## config.mk

```make
export PLATFORM = sky130hd
export DESIGN_NAME = controlunit_seq
export DESIGN_NICKNAME = d
export VERILOG_FILES = /design/src/rtl/cu_pkg.sv /design/src/rtl/cu_decode.sv /design/src/rtl/controlunit_seq.sv
export SDC_FILE = /design/constraint.sdc
export NUM_CORES = 1
export LEC_CHECK = 0
export ABC_CLOCK_PERIOD_IN_PS = 5300
export BUFFER_PORTS_ARGS = -buffer_cell sky130_fd_sc_hd__buf_2
export CAP_MARGIN = 20
export CORE_AREA = 3 3 59 72
export DETAILED_ROUTE_END_ITERATION = 8
export DIE_AREA = 0 0 62 75
export PLACE_DENSITY = 0.64
export SLEW_MARGIN = 20
export SYNTH_ARGS = -nofsm -noshare
export SYNTH_HDL_FRONTEND = slang
export SYNTH_SLANG_ARGS = --single-unit
```

## constraint.sdc

```tcl
create_clock -name CLK -period 5.3 [get_ports CLK]
set_clock_uncertainty 0.1 [all_clocks]
set_input_delay 0.265 -clock CLK [delete_from_list [all_inputs] [get_ports CLK]]
set_output_delay 0.265 -clock CLK [all_outputs]
set_load 0.01 [all_outputs]
```

## src/rtl/cu_pkg.sv

```systemverilog
// Shared types for the sequenced control unit: opcode values, FSM states and
// the 10-field control bundle (field order matches the decode table).
package cu_pkg;
  localparam int unsigned OP_ADD   = 0;
  localparam int unsigned OP_SUB   = 1;
  localparam int unsigned OP_AND   = 2;
  localparam int unsigned OP_OR    = 3;
  localparam int unsigned OP_J     = 4;
  localparam int unsigned OP_BEQ   = 5;
  localparam int unsigned OP_MOV   = 6;
  localparam int unsigned OP_LOADI = 7;
  localparam int unsigned OP_BNE   = 8;
  localparam int unsigned OP_SLL   = 9;
  localparam int unsigned OP_SRL   = 10;
  localparam int unsigned OP_SRA   = 11;
  localparam int unsigned OP_ROR   = 12;
  localparam int unsigned OP_LWD   = 13;
  localparam int unsigned OP_LWI   = 14;
  localparam int unsigned OP_SWD   = 15;
  localparam int unsigned OP_SWI   = 16;

  typedef enum logic [1:0] {RUN, MEM_WAIT, TRAP} state_t;

  typedef struct packed {
    logic       sel1;
    logic       sel2;
    logic [2:0] aluop;
    logic       we;
    logic       beq;
    logic       j;
    logic       bne;
    logic       rd;
    logic       wr;
    logic       sel4;
  } ctl_t;

  localparam ctl_t CTL_SAFE = '0;
endpackage

```

## src/rtl/cu_decode.sv

```systemverilog
// Combinational opcode decode: control bundle, width-adjusted ALUOP and a
// legal flag. Illegal opcodes decode to the all-zero safe bundle.
module cu_decode
  import cu_pkg::*;
#(
  parameter int OPCODE_W = 8,
  parameter int NUM_OPS  = 17,
  parameter int ALUOP_W  = 3
) (
  input  logic [OPCODE_W-1:0] opcode,
  output ctl_t                ctl,
  output logic [ALUOP_W-1:0]  aluop,
  output logic                legal
);
  logic [31:0] opx;

  always_comb begin
    opx   = 32'(opcode);
    legal = opx < 32'(NUM_OPS);
    ctl   = CTL_SAFE;
    if (legal) begin
      // {S1, S2, ALUOP, WE, BEQ, J, BNE, RD, WR, S4}
      case (opx)
        OP_ADD:   ctl = ctl_t'({1'b0, 1'b1, 3'd1, 7'b1000000});
        OP_SUB:   ctl = ctl_t'({1'b1, 1'b1, 3'd1, 7'b1000000});
        OP_AND:   ctl = ctl_t'({1'b0, 1'b1, 3'd2, 7'b1000000});
        OP_OR:    ctl = ctl_t'({1'b0, 1'b1, 3'd3, 7'b1000000});
        OP_J:     ctl = ctl_t'({1'b0, 1'b1, 3'd0, 7'b0010000});
        OP_BEQ:   ctl = ctl_t'({1'b1, 1'b1, 3'd1, 7'b0100000});
        OP_MOV:   ctl = ctl_t'({1'b0, 1'b1, 3'd0, 7'b1000000});
        OP_LOADI: ctl = ctl_t'({1'b0, 1'b0, 3'd0, 7'b1000000});
        OP_BNE:   ctl = ctl_t'({1'b1, 1'b1, 3'd1, 7'b0001000});
        OP_SLL:   ctl = ctl_t'({1'b0, 1'b0, 3'd4, 7'b1000000});
        OP_SRL:   ctl = ctl_t'({1'b0, 1'b0, 3'd5, 7'b1000000});
        OP_SRA:   ctl = ctl_t'({1'b0, 1'b0, 3'd6, 7'b1000000});
        OP_ROR:   ctl = ctl_t'({1'b0, 1'b0, 3'd7, 7'b1000000});
        OP_LWD:   ctl = ctl_t'({1'b0, 1'b1, 3'd0, 7'b1000101});
        OP_LWI:   ctl = ctl_t'({1'b0, 1'b0, 3'd0, 7'b1000101});
        OP_SWD:   ctl = ctl_t'({1'b0, 1'b1, 3'd0, 7'b0000011});
        OP_SWI:   ctl = ctl_t'({1'b0, 1'b0, 3'd0, 7'b0000011});
        default:  ctl = CTL_SAFE;
      endcase
    end
    aluop = ALUOP_W'(ctl.aluop);
  end
endmodule

```

## src/rtl/controlunit_seq.sv

```systemverilog
// Registered control unit: decodes INSTRUCTION into a one-cycle-latency
// output register and sequences the data-memory handshake with a timeout.
module controlunit_seq
  import cu_pkg::*;
#(
  parameter int OPCODE_W        = 8,
  parameter int ALUOP_W         = 3,
  parameter int NUM_OPS         = 17,
  parameter int MEM_TIMEOUT     = 255,
  parameter int TRAP_ON_ILLEGAL = 1
) (
  input  logic               CLK,
  input  logic               RESET,
  input  logic [31:0]        INSTRUCTION,
  input  logic               I_BUSYWAIT,
  input  logic               D_BUSYWAIT,
  output logic               SELECT1,
  output logic               SELECT2,
  output logic               SELECT4,
  output logic [ALUOP_W-1:0] ALUOP,
  output logic               WRITEENABLE,
  output logic               BEQSIGNAL,
  output logic               BNESIGNAL,
  output logic               JSIGNAL,
  output logic               READ,
  output logic               WRITE,
  output logic               PC_STALL,
  output logic               ERROR
);
  localparam int CW = $clog2(MEM_TIMEOUT + 1);

  state_t             state, iss_state;
  logic [CW-1:0]      cnt;
  ctl_t               dec, ctl_q, iss_ctl;
  logic [ALUOP_W-1:0] dec_aluop, aluop_q, iss_aluop;
  logic               legal, iss_err, err_q;
  logic               unused_bits;

  cu_decode #(.OPCODE_W(OPCODE_W), .NUM_OPS(NUM_OPS), .ALUOP_W(ALUOP_W)) u_dec (
    .opcode (INSTRUCTION[31 -: OPCODE_W]),
    .ctl    (dec),
    .aluop  (dec_aluop),
    .legal  (legal)
  );

  // Issue rules shared by RUN and by a MEM_WAIT exit (back-to-back issue).
  always_comb begin
    iss_state = RUN;
    iss_ctl   = CTL_SAFE;
    iss_aluop = '0;
    iss_err   = 1'b0;
    if (!I_BUSYWAIT) begin
      if (legal) begin
        iss_ctl   = dec;
        iss_aluop = dec_aluop;
        if (dec.rd || dec.wr) iss_state = MEM_WAIT;
      end else if (TRAP_ON_ILLEGAL != 0) begin
        iss_state = TRAP;
        iss_err   = 1'b1;
      end
    end
  end

  always_ff @(posedge CLK or negedge RESET) begin
    if (!RESET) begin
      state   <= RUN;
      cnt     <= '0;
      ctl_q   <= CTL_SAFE;
      aluop_q <= '0;
      err_q   <= 1'b0;
    end else begin
      case (state)
        RUN: begin
          state   <= iss_state;
          ctl_q   <= iss_ctl;
          aluop_q <= iss_aluop;
          cnt     <= '0;
          if (iss_err) err_q <= 1'b1;
        end
        MEM_WAIT: begin
          // cnt != 0 guarantees at least one full wait cycle before release
          if (!D_BUSYWAIT && cnt != '0) begin
            state   <= iss_state;
            ctl_q   <= iss_ctl;
            aluop_q <= iss_aluop;
            cnt     <= '0;
            if (iss_err) err_q <= 1'b1;
          end else begin
            if (cnt != CW'(MEM_TIMEOUT)) cnt <= cnt + CW'(1);
            if (D_BUSYWAIT && cnt == CW'(MEM_TIMEOUT - 1)) begin
              state   <= TRAP;
              ctl_q   <= CTL_SAFE;
              aluop_q <= '0;
              err_q   <= 1'b1;
            end
          end
        end
        default: begin
          ctl_q   <= CTL_SAFE;
          aluop_q <= '0;
          err_q   <= 1'b1;
        end
      endcase
    end
  end

  assign SELECT1     = ctl_q.sel1;
  assign SELECT2     = ctl_q.sel2;
  assign SELECT4     = ctl_q.sel4;
  assign ALUOP       = aluop_q;
  assign WRITEENABLE = ctl_q.we;
  assign BEQSIGNAL   = ctl_q.beq;
  assign BNESIGNAL   = ctl_q.bne;
  assign JSIGNAL     = ctl_q.j;
  assign READ        = ctl_q.rd;
  assign WRITE       = ctl_q.wr;
  assign ERROR       = err_q;
  assign PC_STALL    = (state != RUN) || I_BUSYWAIT;

  assign unused_bits = ^{INSTRUCTION[31-OPCODE_W:0], ctl_q.aluop};
endmodule

```

# Word level (Yosys, flattened, before mapping)
# Memory sizes are Yosys's and may differ from the RTL's.
# Cells that the tools add are included.
# W data, S select, Z words.
classes:
  bitwise_logic: 0
  multipliers: 0
  magnitude_cmp: 1
  n_reduce_logical: 12
  addsub: 1
  eq_ne: 5
  n_shift: 0
  n_div: 0
  muxes: 27
ops:
  columns: ["cell", "n"]
  rows:
  - ["$mux W12", 6]
  - ["$pmux W12 S2", 1]
  - ["$mux W8", 2]
  - ["$pmux W8 S2", 1]
  - ["$mux W3", 4]
  - ["$add A8 B1 Y8 const B", 1]
  - ["$eq A8 B8 Y1 const B", 1]
  - ["$lt A8 B5 Y1 const B", 1]
  - ["$mux W2", 4]
  - ["$ne A8 B8 Y1 const B", 1]
  - ["$reduce_bool A8 Y1", 1]
  - ["$mux W1", 6]
  - ["$ne A3 B3 Y1 const B", 2]
  - ["$pmux W3 S2", 1]
  - ["$pmux W2 S2", 1]
  - ["$reduce_and A2 Y1", 2]
  - ["$reduce_bool A2 Y1", 2]
  - ["$logic_not A3 Y1", 1]
  - ["$eq A2 B1 Y1 const B", 1]
  - ["$logic_and A1 B1 Y1", 2]
  - ["$logic_not A2 Y1", 1]
  - ["$logic_or A1 B1 Y1", 2]
  - ["$pmux W1 S2", 1]
  - ["$logic_not A1 Y1", 1]
totals:
  latchBits: 0
  mem_count: 1
  register_bits: 23
  ram_bits: 0
  word_cells: 60
  romBits: 384
mem_list:
  columns: ["name", "words", "width", "read_ports", "rd_ports_with_merged_regs", "write_ports", "line_no", "source"]
  rows:
  - ["(name not given)", 32, 12, 1, 0, 0, "cu_decode.sv:23", "case (opx)"]

# Depth between registers and ports, before layout
# Gate-level depths: netlist (run 1).
depth:
  ltp_word: 9
  ltp_mapped: 7
  mapped_depth_nobuf: 6

# Cells and area by module
# A second synthesis (run 1) with hierarchy kept.
unflattened:
  hier_cells: 146
  hier_area_um2: 1514.0
by_module_without_submodules:
  columns: ["mod", "cells_per_inst", "instances", "area_per_inst_um2"]
  rows:
  - ["controlunit_seq", 92, 1, 1137.3]
  - ["cu_decode", 54, 1, 376.6]

# Least setup slack after synthesis (run 1)
# Ideal clock, no wire load.
synth_timing:
  path_type: "register -> register"
  startpoint: "register cnt[0]"
  endpoint: "register ctl_q (netlist bit SELECT1)"
  required_time_ps: 5125
  setup_slack_ps: 3534
  path_stages_with_launch: 8
  setup_time_ps: 75
  t_arrival_ps: 1591
  path_cell_list: "dfrtp_1 inv_1 ha_1 nor4b_2 a22o_1 buf_6 or3_4 o2bb2ai_2"
synth_via:
  elab_chain_cells: 4
synth_lines:
  columns: ["element", "line_no", "source"]
  rows:
  - ["start: declaration", "controlunit_seq.sv:33", "logic [CW-1:0] cnt;"]
  - ["start signal: assignment", "controlunit_seq.sv:89", "if (cnt != CW'(MEM_TIMEOUT)) cnt <= cnt + CW'(1);"]
  - ["$reduce_bool A8 Y1", "controlunit_seq.sv:82", "if (!D_BUSYWAIT && cnt != '0) begin"]
  - ["$logic_and A1 B1 Y1", "controlunit_seq.sv:82", null]
  - ["$mux W12", "controlunit_seq.sv:82", null]
  - ["$pmux W12 S2", "controlunit_seq.sv:72", "case (state)"]
  - ["end signal: assignment", "controlunit_seq.sv:75", "ctl_q <= iss_ctl;"]
  - ["end signal: assignment", "controlunit_seq.sv:84", "ctl_q <= iss_ctl;"]
  - ["end: declaration", "controlunit_seq.sv:34", "ctl_t dec, ctl_q, iss_ctl;"]
# Parallel ways exist; a longest one is shown, timed or not.
# A chain may end at the register's enable or synchronous reset.

# Worst setup path in the final report (run 1)
layout_timing:
  startpoint: "register cnt[0]"
  endpoint: "register state[0]"
layout_via:
  elab_chain_cells: 4
layout_lines:
  columns: ["element", "line_no", "source"]
  rows:
  - ["$eq A8 B8 Y1 / $reduce_bool A8 Y1 (equally long branches)", "controlunit_seq.sv:90, controlunit_seq.sv:82", null]
  - ["$logic_and A1 B1 Y1 (on tied branches)", "controlunit_seq.sv:90, controlunit_seq.sv:82", null]
  - ["$ne A3 B3 Y1 (no source line) / $mux W2 (equally long branches)", null, null]
  - ["$reduce_and A2 Y1 (no source line) / $pmux W2 S2 (equally long branches)", null, null]
  - ["end signal: assignment", "controlunit_seq.sv:74", "state <= iss_state;"]
  - ["end signal: assignment", "controlunit_seq.sv:83", "state <= iss_state;"]
  - ["end: declaration", "controlunit_seq.sv:32", "state_t state, iss_state;"]
# Parallel ways exist; a longest one is shown, timed or not.

==> impl_results.md, run 1 <==
* Worst rel slew slack at 62.9%
* Largest net degree at the start of global routing at 24
* Layout Cells excl Fill at 219
* TritonCTS buffer count at 3
* Mapped Area at 1430 µm²
* Max Root-Sink Buffers at 2
* F_max at 0.475 GHz
* Fin crit share at 39.7%
* Worst skew pair latency at 260 ps
* Leakage Power at 0.749 nW
* Synth Area in Compound Gates at 21.0%
* Total wire length at 3220 µm
* Post-CTS Setup Bufs at 0
* Fillers at 369
* DRC at 0
* Syn Nets at 187
* Hold_sp: INSTRUCTION[29]
* # port buffers at 25
* Routed Antenna Nets at 0
* Clk slew on worst S/H paths at 80 ps
* Post-synthesis mux area share at 1.48%
* Arr. time, crit path at 2160 ps
* Final nets at 213
* Initial antenna violation count at 0
* Number of iterations in the first detailed-routing pass at 4
* WHS at 212 ps
* Vias in the first global route at 1,248
* Number of gates resized after CTS at 0
* Die height at 75 µm
* DRC marker count from the first detailed-route iteration at 68
* Final setup vio count at 0
* Vias per cell at 5.52
* Congestion Overflow GR at 0
* Final min period at 2110 ps
* Synth unique cells at 41
* CORE AREA at 3630 µm²
* Crit path max fanout at 10
* Setup TNS at 0 ps
* DPL Wire Length at 2380 µm
* RSZ-0062 raised after global routing: false
* Maximum VDD drop at 0.119 mV
* Syn Inst Count at 142
* Clock sink count at 23
* Gpl congestion at 0.841
* Largest family of logic cells by synthesized area: simple AND/OR/NAND/NOR gates
* Gr usage total at 16.1%
* Rows at 24
* Hold Buf Count CTS at 1
* Placed cell count at 214
* H-Tree Depth at 1
* Max-cap check violation count at 0
* First-pass GRT wire length at 5660 µm
* Slew Viols, Final at 0
* Hold Crit Class: input pin to flip-flop
* Share of cells above drive strength 1 at 25.7%
* Worst r2r src: cnt[0]
* Routed vias at 1,208
* Area grow syn2layout at 14.8%
* Die area at 4650 µm²
* Yosys warns at 0
* Root buf cell: clkbuf_8
* Power Density at 228 nW/µm²
* Crit. End Element: flip-flop
* Register area share after synthesis at 40.2%
* Required time worst endpoint at 5350 ps
* Final Instance Area at 1650 µm²
* Initial Utilization at 39.4%
* Crit Path Category: flip-flop to flip-flop
* Die Width at 62 µm
* CTS tree: built
* Setup crit start: cnt[0]
* Synthesized area per cell at 10.1 µm²
* IO Pins at 50
* Adder-cell area share of the yosys netlist at 7.86%
* N_diodes at 0
* Run status: completed
* Final hold vios at 0
* Number of synthesized register bits at 23
* Slew @ Worst Pin at 557 ps
* Placement-stage cell area at 1590 µm²
* Post-Synth XOR/XNOR Area at 0%
* CP Launch Type: flip-flop
* Routed len/inst at 14.7 µm
* Post-Synth Simple-Gate Area at 25.6%
[sequential cells by signal, summed over array words and instances (netlist names)]
signal / cells
SELECT4: 1
WRITE: 1
BEQSIGNAL: 1
state: 2
WRITEENABLE: 1
ERROR: 1
JSIGNAL: 1
cnt: 8
ALUOP: 3
READ: 1
SELECT1: 1
SELECT2: 1
BNESIGNAL: 1
[placed cells by master, fill, tap and decap left out, drive strengths merged, types with 4 or more instances in the layout]
| master | synthesis | routed |
|---|---|---|
| nand3 | 4 | 4 |
| a22o | 7 | 7 |
| ha | 9 | 9 |
| buf | 2 | 25 |
| a32o | 4 | 4 |
| nor2 | 15 | 15 |
| inv | 6 | 6 |
| nand2 | 5 | 5 |
| dfrtp | 23 | 23 |
| nand3b | 4 | 4 |
| nor3 | 6 | 6 |
| nand2b | 4 | 4 |
| a21oi | 13 | 13 |
| a31oi | 4 | 4 |
[report_power, final]
group / switching (mW) / leakage, nW / internal, mW
clock: 0.0583 / 0.0255 / 0.0525
sequential: 0.00731 / 0.305 / 0.180
combinational: 0.0466 / 0.418 / 0.0304
[critical path: stages (launching register included)]
cell     delay, ps
dfrtp_1        430
inv_1           90
ha_1           150
nor4b_2        280
a22o_1         510
nor2_2         120
a221o_1        310
[area by class of cell]
type	count	area, µm²	area share [%]
clock buffers	3	41.3	2.51
clock inverters	1	5.00	0.304
inverters	6	22.5	1.37
multi-input cells	108	801	48.7
flip-flops and latches	23	576	35.0
well taps	52	65.1	3.95
repair buffers	26	135	8.21
[per-stage QoR]
stage / util (%) / setup WS [ps] / total power, mW
finish: 45.3 / 3190 / 0.376
global route: 45.3 / 3010 / 0.401
global placement: 43.7 / 3260 / 0.266
CTS: 45.3 / 3180 / 0.382
floorplan: - / 3530 / 0.248
detailed placement: 43.7 / 3210 / 0.268
[cells in the mapped netlist (all sizes together)]
| master | instances | area, µm² |
|---|---|---|
| nand2b | 4 | 25.0 |
| a221o | 1 | 10.0 |
| or3 | 2 | 17.5 |
| nor2b | 3 | 18.8 |
| and4 | 2 | 21.3 |
| nand4 | 1 | 6.26 |
| o22ai | 1 | 6.26 |
| nor4 | 1 | 6.26 |
| inv | 6 | 22.5 |
| o211ai | 1 | 7.51 |
| nor3b | 2 | 15.0 |
| and3 | 3 | 20.0 |
| nor2 | 15 | 58.8 |
| a32o | 4 | 40.0 |
| mux2 | 1 | 11.3 |
| o2bb2ai | 2 | 30.0 |
| mux2i | 1 | 10.0 |
| ha | 9 | 113 |
| clkbuf | 3 | 11.3 |
| o211a | 1 | 10.0 |
| nor4b | 2 | 30.0 |
| nand3b | 4 | 30.0 |
| a22o | 7 | 61.3 |
| o21ai | 3 | 15.0 |
| a31oi | 4 | 25.0 |
| and3b | 1 | 8.76 |
| nor3 | 6 | 52.6 |
| nand3 | 4 | 20.0 |
| a22oi | 1 | 12.5 |
| dfrtp | 23 | 576 |
| o22a | 1 | 10.0 |
| buf | 2 | 22.5 |
| nand4b | 2 | 17.5 |
| a21oi | 13 | 65.1 |
| nand2 | 5 | 18.8 |
| a21o | 1 | 7.51 |
[worst paths after layout]
check	to	slack, ps	cells after the start
max in group asynchronous	BNESIGNAL	4330	2
min	READ	210	4
max	state[0]	3190	6
min reg2reg	ERROR	370	2
max reg2reg	state[0]	3190	6
min in group asynchronous	ERROR	410	2
[cell families after synthesis]
family          count (synthesis)
simple gates                   57
compound gates                 40
flops                          23
buf+inv                        11
fa+ha+maj                       9
mux                             2
[routing by layer]
layer,part of all wire [%],global-route usage [%],up-vias
li1,-,-,585
met5,0,0,-
met4,1.9,6.37,0
met3,3.6,2.40,7
met2,50,27.3,29
met1,44,20.2,587
Power figures use the tool's default switching activity.
==> inputs of run 2 (changes only) <==
Settings changed: ABC_CLOCK_PERIOD_IN_PS 5300 to 1700, PLACE_DENSITY 0.64 to 0.66.
Clock period 5.3 ns to 1.7 ns, I/O delays scaled along.
==> impl_results.md, run 2 (same netlist as run 1, synthesis figures left out) <==
* Power Density at 718 nW/µm² (was 228 nW/µm²)
* Max reg flops at 8 (unchanged)
* Sw Share at 28.5% (was 29.9%)
* DPL Wire Length at 2670 µm (was 2380 µm)
* Clock sink count at 23 (unchanged)
* Final setup vio count at 16 (was 0)
* Initial Utilization at 39.4% (unchanged)
* Final min period at 1810 ps (was 2110 ps)
* Final nets at 238 (was 213)
* Register with the most flip-flops: cnt (unchanged)
* Clk slew on worst S/H paths at 80 ps (about the same)
* Placed cell count at 236 (was 214)
* TritonCTS buffer count at 3 (unchanged)
* N_diodes at 0 (unchanged)
* Switch Pwr at 0.386 mW (was 0.112 mW)
* Worst setup margin at -113 ps (was 3190 ps)
* Crit. End Element: flip-flop (unchanged)
* Congestion Overflow GR at 0 (unchanged)
* Root buf cell: clkbuf_8 (unchanged)
* Required time worst endpoint at 1750 ps (was 5350 ps)
* Layout Cells excl Fill at 244 (was 219)
* Slew @ Worst Pin at 511 ps (was 557 ps)
* Die Width at 62 µm (unchanged)
* Arr. time, crit path at 1860 ps (was 2160 ps)
* Die height at 75 µm (unchanged)
* Reg power frac at 42.3% (was 50.0%)
* RSZ-0062 raised after global routing: true (was false)
* Leakage Power at 0.888 nW (was 0.749 nW)
* DRC at 0 (unchanged)
* Clock power share at 24.9% (was 29.5%)
* Largest net degree at the start of global routing at 24 (unchanged)
* Max Root-Sink Buffers at 2 (unchanged)
* Final hold vios at 0 (unchanged)
* Worst skew pair latency at 260 ps (about the same)
* Most frequent cells in the layout: 25 x buf_2, 23 x dfrtp_1, 23 x buf_4 (was 25 x buf_2, 23 x dfrtp_1, 14 x nor2_1)
* IO Pins at 50 (unchanged)
* Run status: finished with violations (was completed)
* Initial antenna violation count at 0 (unchanged)
* Area grow syn2layout at 31.8% (was 14.8%)
* Hold Crit Class: input pin to flip-flop (unchanged)
* Combinational share of power at 32.8% (was 20.5%)
* Total Power at 1.36 mW (was 0.376 mW)
* Place WS at -158 ps (was 3210 ps)
* CP Launch Type: flip-flop (unchanged)
* Fillers at 355 (was 369)
* Fin crit share at 107% (was 39.7%)
* Maximum VDD drop at 0.366 mV (was 0.119 mV)
* Gr usage total at 16.6% (was 16.1%)
* Routed vias at 1,298 (was 1,208)
* Slew Viols, Final at 0 (unchanged)
* H-Tree Depth at 1 (unchanged)
* WHS at 38.5 ps (was 212 ps)
* Routed Antenna Nets at 0 (unchanged)
* F_max at 0.552 GHz (was 0.475 GHz)
* Vias per cell at 5.32 (was 5.52)
* Internal at 0.970 mW (was 0.263 mW)
* CTS tree: built (unchanged)
* First-pass GRT wire length at 5810 µm (was 5660 µm)
* CORE AREA at 3630 µm² (unchanged)
* Worst rel slew slack at 66.0% (was 62.9%)
* Fin util at 52.0% (was 45.3%)
* Vias in the first global route at 1,235 (was 1,248)
* Number of iterations in the first detailed-routing pass at 4 (unchanged)
* Gpl congestion at 0.963 (was 0.841)
* Share of cells above drive strength 1 at 38.0% (was 25.7%)
* Routed len/inst at 14.0 µm (was 14.7 µm)
* Total wire length at 3430 µm (was 3220 µm)
* Die area at 4650 µm² (unchanged)
* Crit path max fanout at 4 (was 10)
* Crit Path Category: flip-flop to flip-flop (unchanged)
* DRC marker count from the first detailed-route iteration at 58 (was 68)
* Max-cap check violation count at 0 (unchanged)
* Commonest non-fill, non-tap cell in the layout: buf_2 (unchanged)
* Rows at 24 (unchanged)
* Failing checks: setup timing
* # port buffers at 25 (unchanged)
## run 2: final timing paths
kind,startpoint,endpoint,slack [ps],cells past startpoint
setup / recovery,cnt[0],state[1],-110,8
hold / removal,INSTRUCTION[31],READ,40,4
setup reg to reg,cnt[0],state[1],-110,8
hold reg to reg,ERROR,ERROR,370,2
max in group asynchronous,RESET,cnt[5],940,2
min in group asynchronous,RESET,cnt[4],220,2
## run 2: metrics by stage
step,instance area [µm²],TNS (ps)
final,1890,-986
after detailed placement,1780,-1910
after floorplan,1440,-61.4
after CTS,1850,-1790
after global routing,1890,-2520
after global placement,1780,-1080
## run 2: worst max-delay path, cell delays in order, from the launching register on
cell	delay, ps
dfrtp_1	380
inv_2	50
ha_2	160
nor4b_4	130
buf_4	130
a22oi_2	260
buf_4	190
mux2i_2	220
nand2b_1	90
## run 2: final cells by class
cell class / count / area (µm²) / area share [%]
clock buffers: 3 / 41.3 / 2.19
clock inverters: 1 / 5.00 / 0.265
inverters: 6 / 22.5 / 1.19
multi-input cells: 108 / 840 / 44.5
flip-flops and latches: 23 / 576 / 30.5
well taps: 52 / 65.1 / 3.45
repair buffers: 51 / 339 / 18.0
## run 2: timing repair
action | in CTS | in global routing
endpoints found under the setup margin | 22 | 21
resized for setup | 2 | 6
pin swaps | 3 | 5
hold buffers | 1 | 0
setup buffers | 2 | 1
endpoints found under the hold margin | 23 | 0
## run 2: metal layers
| metal | share of wire (%) | wire (µm) | GRT usage [%] |
|---|---|---|---|
| met2 | 54 | 1860 | 29.5 |
| met4 | 1.9 | 65 | 4.95 |
| met5 | 0 | 0 | 0 |
| met3 | 4.1 | 141 | 2.40 |
| met1 | 40 | 1360 | 20.4 |
## run 2: power groups by stage
stage | Clock, mW | Combinational [mW] | Sequential, mW
floorplan | 0 | 0.200 | 0.591
global placement | 0 | 0.367 | 0.581
detailed placement | 0 | 0.377 | 0.583
CTS | 0.349 | 0.409 | 0.572
global route | 0.384 | 0.488 | 0.575
finish | 0.338 | 0.445 | 0.574
==> inputs of run 3 (changes only) <==
Settings changed: CELL_PAD_IN_SITES_DETAIL_PLACEMENT from default to 1, CELL_PAD_IN_SITES_GLOBAL_PLACEMENT from default to 1, CORE_AREA 3 3 59 72 to 3 3 65 79, DIE_AREA 0 0 62 75 to 0 0 68 82, GPL_TIMING_DRIVEN from default to 1, PLACE_DENSITY 0.66 to 0.71.
==> impl_results.md, run 3 (same netlist as run 1, synthesis figures left out) <==
* Run status: finished with violations (unchanged)
* Failing checks: setup timing (unchanged)
* Place WS at -132 ps (was -158 ps)
* F_max at 0.581 GHz (was 0.552 GHz)
* Vias per cell at 5.27 (was 5.32)
* Max reg flops at 8 (unchanged)
* Crit. End Element: flip-flop (unchanged)
* Storage cell area at 576 µm² (unchanged)
* Register with the most flip-flops: cnt (unchanged)
* H-Tree Depth at 1 (unchanged)
* Maximum VDD drop at 0.314 mV (was 0.366 mV)
* CTS tree: built (unchanged)
* DPL Wire Length at 3120 µm (was 2670 µm)
* Share of cells above drive strength 1 at 40.1% (was 38.0%)
* Gr usage total at 16.2% (was 16.6%)
* Die Width at 68 µm (was 62 µm)
* Gpl congestion at 0.875 (was 0.963)
* Number of iterations in the first detailed-routing pass at 4 (unchanged)
* Area grow syn2layout at 36.7% (was 31.8%)
* Routed Antenna Nets at 0 (unchanged)
* TritonCTS buffer count at 3 (unchanged)
* CORE AREA at 4530 µm² (was 3630 µm²)
* Root buf cell: clkbuf_8 (unchanged)
* # port buffers at 25 (unchanged)
* Layout Cells excl Fill at 250 (was 244)
* Crit path max fanout at 5 (was 4)
* Total Power at 1.40 mW (was 1.36 mW)
* IO Pins at 50 (unchanged)
* Clk slew on worst S/H paths at 90 ps (was 80 ps)
* First-pass GRT wire length at 6820 µm (was 5810 µm)
* Congestion Overflow GR at 0 (unchanged)
* Arr. time, crit path at 1780 ps (was 1860 ps)
* Most frequent cells in the layout: 25 x buf_2, 23 x dfrtp_1, 20 x buf_4 (was 25 x buf_2, 23 x dfrtp_1, 23 x buf_4)
* Commonest non-fill, non-tap cell in the layout: buf_2 (unchanged)
* Worst skew pair latency at 270 ps (was 260 ps)
* Slew @ Worst Pin at 540 ps (was 511 ps)
* DRC at 0 (unchanged)
* Max Root-Sink Buffers at 2 (unchanged)
* Leakage Power at 0.915 nW (was 0.888 nW)
* Die height at 82 µm (was 75 µm)
* Final nets at 238 (unchanged)
* DRC marker count from the first detailed-route iteration at 76 (was 58)
* Die area at 5580 µm² (was 4650 µm²)
* Total wire length at 4120 µm (was 3430 µm)
* CP Launch Type: flip-flop (unchanged)
* Fin crit share at 101% (was 107%)
* Vias in the first global route at 1,460 (was 1,235)
* Placed cell count at 239 (was 236)
* Initial antenna violation count at 0 (unchanged)
* Required time worst endpoint at 1760 ps (was 1750 ps)
* Worst setup margin at -19.8 ps (was -113 ps)
* Hold Crit Class: input pin to flip-flop (unchanged)
* Fillers at 542 (was 355)
* Final hold vios at 0 (unchanged)
* Setup TNS at -47.6 ps (was -986 ps)
* Largest net degree at the start of global routing at 24 (unchanged)
* Final setup vio count at 5 (was 16)
* Crit Path Category: flip-flop to flip-flop (unchanged)
* Max-cap check violation count at 0 (unchanged)
* Routed len/inst at 16.5 µm (was 14.0 µm)
* Initial Utilization at 31.6% (was 39.4%)
* Clock sink count at 23 (unchanged)
* Slew Viols, Final at 0 (unchanged)
* N_diodes at 0 (unchanged)
* Routed vias at 1,318 (was 1,298)
* Worst rel slew slack at 64.0% (was 66.0%)
* Rows at 27 (was 24)
* Final min period at 1720 ps (was 1810 ps)
* Area of the multi-input gates at 882 µm² (was 840 µm²)
* Power Density at 713 nW/µm² (was 718 nW/µm²)
* RSZ-0062 raised after global routing: true (unchanged)
[run 3: critical path, cell delays in order (launching register included)]
cell and delay (ps):
dfrtp_1 370, inv_2 60, ha_4 140, nor4b_4 130
a22o_4 260, buf_12 140, a21o_1 160, mux2_4 250
[run 3: path summary, 6_finish.rpt]
check / from / to / slack, ps / depth (start not counted)
max reg2reg: cnt[0] / cnt[0] / -20 / 7
min reg2reg: ERROR / ERROR / 380 / 2
min in group asynchronous: RESET / cnt[1] / 220 / 2
min: INSTRUCTION[31] / READ / 30 / 4
max: cnt[0] / cnt[0] / -20 / 7
max in group asynchronous: RESET / ALUOP[1] / 910 / 2
[run 3: where the power goes]
group | total, mW | switching (mW) | internal [mW]
Sequential | 0.574 | 0.0114 | 0.563
Combinational | 0.471 | 0.218 | 0.253
Clock | 0.352 | 0.188 | 0.164
[run 3: repair_timing]
| action | 4_1_cts | 5_1_grt |
|---|---|---|
| pin swaps | 8 | 8 |
| resized for setup | 11 | 6 |
| gates cloned | 0 | 0 |
| endpoints found under the setup margin | 22 | 20 |
| endpoints found under the hold margin | 23 | 0 |
| setup buffers | 5 | 3 |
| hold buffers | 1 | 0 |
[run 3: routing by layer]
layer | wire length, µm | GRT usage (%)
met2 | 2220 | 30.9
met5 | 0 | 0
met1 | 1740 | 17.4
met4 | 46 | 4.57
met3 | 108 | 3.69
[run 3: stage by stage]
| step | utilization [%] | hold slack [ps] | cell area (µm²) |
|---|---|---|---|
| after global placement | 39.2 | -7.38 | 1780 |
| after detailed placement | 39.2 | 7.47 | 1780 |
| after floorplan | - | -311 | 1440 |
| after global routing | 43.3 | 14.7 | 1960 |
| final | 43.3 | 26.5 | 1960 |
| after CTS | 42.3 | 17.7 | 1910 |
[run 3: area by class of cell]
class / count / area share [%]
multi-input combinational: 108 / 45.0
sequential: 23 / 29.4
timing repair buffer: 51 / 18.3
tap: 58 / 3.71
clock buffer: 3 / 2.11
inverter: 6 / 1.15
clock inverter: 1 / 0.256
